[src/rtl/mem_bank_unit.sv]
// Bank-switched address translator: maps 12-bit logical addresses to physical addresses
// through erasable/fixed/super bank registers, with a one-deep registered output stage.
module mem_bank_unit #(
  parameter int unsigned EB_W       = 3,
  parameter int unsigned SB_W       = 1,
  parameter int unsigned NUM_FBANKS = 40,
  parameter int unsigned OUT_W      = 16
) (
  input  logic             clk,
  input  logic             rst_n,
  input  logic             reg_we,
  input  logic [1:0]       reg_sel,
  input  logic [15:0]      reg_wdata,
  input  logic             req_valid,
  output logic             req_ready,
  input  logic [11:0]      req_addr,
  output logic             out_valid,
  input  logic             out_ready,
  output logic [OUT_W-1:0] out_addr,
  output logic             out_fault,
  output logic [7:0]       fault_cnt,
  output logic [EB_W-1:0]  cur_eb,
  output logic [4:0]       cur_fb,
  output logic [SB_W-1:0]  cur_sb
);

  logic [EB_W-1:0]  r_eb;
  logic [4:0]       r_fb;
  logic [SB_W-1:0]  r_sb;
  logic             r_valid;
  logic [OUT_W-1:0] r_addr;
  logic             r_fault;
  logic [7:0]       r_fault_cnt;

  logic             w_req_ready;
  logic             w_accept;
  logic [7:0]       w_bank;
  logic [OUT_W-1:0] w_addr;
  logic             w_fault;

  assign w_req_ready = !r_valid || out_ready;
  assign w_accept    = req_valid && w_req_ready;

  // FB[4:3]=11 redirects the fixed window into the superbank-selected group.
  always_comb begin
    w_bank = {3'b000, r_fb};
    if (r_fb[4:3] == 2'b11) begin
      w_bank = ((8'(r_sb) + 8'd3) << 3) | {5'b00000, r_fb[2:0]};
    end
  end

  always_comb begin
    w_fault = 1'b0;
    w_addr  = '0;
    unique case (req_addr[11:10])
      2'b00: begin
        if (req_addr[9:8] == 2'b11) begin
          w_addr = OUT_W'({r_eb, req_addr[7:0]});
        end else begin
          w_addr = OUT_W'(req_addr[9:0]);
        end
      end
      2'b01: begin
        if (32'(w_bank) >= NUM_FBANKS) begin
          w_fault = 1'b1;
        end else begin
          w_addr = OUT_W'({w_bank, req_addr[9:0]});
        end
      end
      default: w_addr = OUT_W'(req_addr);
    endcase
  end

  // Requests in the same cycle as a write see the pre-write bank values.
  always_ff @(posedge clk or negedge rst_n) begin
    if (!rst_n) begin
      r_eb <= '0;
      r_fb <= '0;
      r_sb <= '0;
    end else if (reg_we) begin
      unique case (reg_sel)
        2'd0: r_eb <= reg_wdata[EB_W-1:0];
        2'd1: r_fb <= reg_wdata[14:10];
        2'd2: begin
          r_eb <= reg_wdata[EB_W-1:0];
          r_fb <= reg_wdata[14:10];
        end
        default: r_sb <= reg_wdata[SB_W-1:0];
      endcase
    end
  end

  always_ff @(posedge clk or negedge rst_n) begin
    if (!rst_n) begin
      r_valid     <= 1'b0;
      r_addr      <= '0;
      r_fault     <= 1'b0;
      r_fault_cnt <= 8'd0;
    end else begin
      if (w_accept) begin
        r_valid <= 1'b1;
        r_addr  <= w_addr;
        r_fault <= w_fault;
        if (w_fault && (r_fault_cnt != 8'hFF)) begin
          r_fault_cnt <= r_fault_cnt + 8'd1;
        end
      end else if (out_ready) begin
        r_valid <= 1'b0;
      end
    end
  end

  assign req_ready = w_req_ready;
  assign out_valid = r_valid;
  assign out_addr  = r_addr;
  assign out_fault = r_fault;
  assign fault_cnt = r_fault_cnt;
  assign cur_eb    = r_eb;
  assign cur_fb    = r_fb;
  assign cur_sb    = r_sb;

endmodule
[config.mk]
export PLATFORM = sky130hd
export DESIGN_NAME = mem_bank_unit
export DESIGN_NICKNAME = d
export VERILOG_FILES = /design/src/rtl/mem_bank_unit.sv
export SDC_FILE = /design/constraint.sdc
export NUM_CORES = 1
export LEC_CHECK = 0
export ABC_AREA = 1
export CORE_ASPECT_RATIO = 2
export CORE_MARGIN = 10
export CORE_UTILIZATION = 42
export DETAILED_ROUTE_END_ITERATION = 10
export PLACE_DENSITY = 0.95
export SLEW_MARGIN = 40
export SYNTH_ARGS = -nofsm -noshare
export SYNTH_HDL_FRONTEND = slang
export SYNTH_SLANG_ARGS = --single-unit
[constraint.sdc]
create_clock -name clk -period 1.35 [get_ports clk]
set_input_delay 0.135 -clock clk [delete_from_list [all_inputs] [get_ports clk]]
set_output_delay 0.135 -clock clk [all_outputs]
set_load 0.02 [all_outputs]
==> flow_summary.yaml <==
cells_and_area:
  mostFrequentLayoutCells: "64 x nand2_1, 36 x dlygate4sd2_1, 35 x dfrtp_1"
  ff_latch_area_sq_um: 876
  multiInputGateArea_sq_um: 442
  area_delta_synth_final_pct: 52.8
  final_nets: 260
  layout-drive-gt1-share_pct: 10.8
  antenna_cells: 0
  fill_cells: 263
  layout_commonest_cell: "nand2_1"
global_route:
  antenna_found_initial: 0
  grt_pass1_wl_mm: 5.72
  grt_pass1_vias: 1224
  grt_max_degree: 36
  grt_overflow: 0
  track_usage_pct: 12.2
floorplan:
  rows: 29
  start_util_pct: 44.1
  io_pins: 71
  dieArea_sq_um: 6260
  die_w_um: 61.2
  die_y_um: 102
  core_sq_um: 3230
run_status:
  status: "completed"
placement:
  place_ws_ns: -0.128
  gp_congestion: 0.729
  port_buffers: 62
  dp_hpwl_mm: 2.89
timing:
  tightest_slew_ns: 0.253
  rsz0062_at_grt: "no"
  setup_viol: 0
  hold_slack_ns: 0.360
  drv_slew: 0
  layout_setup_ws_ns: 0.107
  fin_crit_ns: 1.24
  fin_crit_sh_pct: 92.0
  finalHoldViolations: 0
  finalClockSkew_ns: 0.00647
  max_slew_margin_pct: 83.2
  fmax_ghz: 0.805
job:
  maxCapViolations: 0
critical_path:
  cpPeakStageDelay_ns: 0.41
  crit_fanout: 3
  rrSetupSlack_ns: 0.22
  cp_top_family: "flip-flops"
  startpoint_type: "flip-flop"
  crit_required_ns: 1.22
  r2r_cells: 6
  slowest_stage: "dfrtp_1"
  r2r-end: "out_addr[10]"
  critPathKind: "reg -> out"
  worst-path-buf-inv: 1
  r2r_start: "out_valid"
  crit_arrival_ns: 1.11
  cp-end-kind: "primary output"
  crit_cells: 2
  cp_cell_sequence: "nand2_2 > dlygate4sd2_1"
cts:
  clock_path_buffers: 2
  clock_latency_ns: 0.28
  clkTransAtPathRegs_ns: 0.07
  clock-root-buffer: "clkbuf_8"
  clock-sinks: 35
  cts_buffers: 5
  cts_tree: "done"
  cts_max_level: 2
yosys:
  synth.yosys.seq_area_share_pct: 61.5
  syn-cell-area_sq_um: 1420
  ys_ff_latch: 35
  ys_types: 22
  synth_cells: 155
  synth.avg_cell_area_sq_um: 9.19
  syn_nets: 193
  synth_warnings: 0
pwr:
  peakVddDrop_mv: 1.09
  power_leakage_uw: 0.00121
  p_per_area_nw_per_um2: 1280
drt:
  wl_met1_mm: 1.28
  dr_wl_met2_mm: 1.98
  drt-initial-drc-count: 25
  vias_per_cell: 4.75
  top_layer_used: "met4"
  wire_per_inst_um: 14.3
  postRouteAntennaNets: 0
  via_count: 1206
  finalWirelength_mm: 3.64
  drc_errors: 0
  drt_first_pass_iters: 4
  routed-wl-met3_um: 275
min_path:
  hp-class: "in -> async"
==> power by group <==
group | total [uW] | internal [uW] | switching, uW | leakage (uW)
Combinational | 611 | 261 | 350 | 0.000708
Sequential | 1220 | 1150 | 66.6 | 0.000445
Clock | 946 | 597 | 349 | 0.0000612
Total | 2780 | 2010 | 766 | 0.00121
==> routing by layer <==
layer | GRT usage [%] | vias to the layer above
met5 | 0 | -
met4 | 6.55 | 0
met3 | 3.85 | 6
met2 | 21.9 | 47
met1 | 11.7 | 547
li1 | - | 606
==> final cells by class <==
cell class / instances / area share [%]
Clock buffer: 6 / 3.80
Inverter: 13 / 2.24
Clock inverter: 2 / 1.61
Tap cell: 31 / 1.78
Sequential cell: 35 / 40.3
Timing Repair Buffer: 71 / 30.0
Multi-Input combinational cell: 96 / 20.3
==> worst max-delay path by stage <==
stage                     from           end  slack [ns]
finish               out_valid     req_ready        0.11
global route         out_valid     req_ready        0.07
CTS                  out_valid     req_ready        0.09
detailed placement  reg_sel[0]     cur_fb[3]       -0.13
global placement     out_ready     req_ready       -0.08
floorplan            out_valid  out_addr[12]        0.24
==> registers in the layout, summed over array words and instances, names as in the netlist <==
register and count:
cur_sb 1, out_valid 1, out_fault 1, fault_cnt 8, cur_eb 3, out_addr 16
cur_fb 5
==> cells in the mapped netlist (all sizes together) <==
library cell   n  area [sq um]
nand3          6          35.0
nand2         66           258
nor3           1          5.00
o21a           1          7.51
clkbuf         9          35.0
dfrtp         35           876
o21ai          5          28.8
a21oi          4          23.8
nor2           8          32.5
a21boi         1          7.51
ha             3          37.5
buf            2          22.5
a31oi          1          6.26
inv           13          48.8
==> logic make-up (layout without fill, tap and decap cells) <==
logic type | after synthesis | after routing | share of synthesized area (%)
compound gates | 12 | 12 | 5.19
fa+ha+maj | 3 | 3 | 2.64
buf+inv | 24 | 92 | 7.47
simple gates | 81 | 81 | 23.2
flops | 35 | 35 | 61.5
==> metrics by stage <==
stage | total power, uW | TNS [ns] | util (%) | instance area (sq um) | cells
after floorplan | 1540 | 0 | - | 1420 | 155
after global placement | 1920 | -0.314 | 64.8 | 2090 | 245
after detailed placement | 1940 | -0.719 | 64.8 | 2090 | 245
after CTS | 2820 | 0 | 67.4 | 2180 | 254
after global routing | 2900 | 0 | 67.4 | 2180 | 254
final | 2780 | 0 | 67.4 | 2180 | 254
==> worst reg2reg max path, cell delays in order (launching register included) <==
cell and delay (ns):
dfrtp_1 0.41, nand2_2 0.09, buf_4 0.12, nand2_4 0.13
nor2_1 0.18, nand2_1 0.08, nand2_1 0.06
==> repair_timing <==
action,4_1_cts,5_1_grt
setup buffers,0,0
endpoints found under the setup margin,36,0
gates resized for setup,36,0
hold buffers,1,0
hold endpoints to repair,35,0
(Power assumes the default switching activity.)
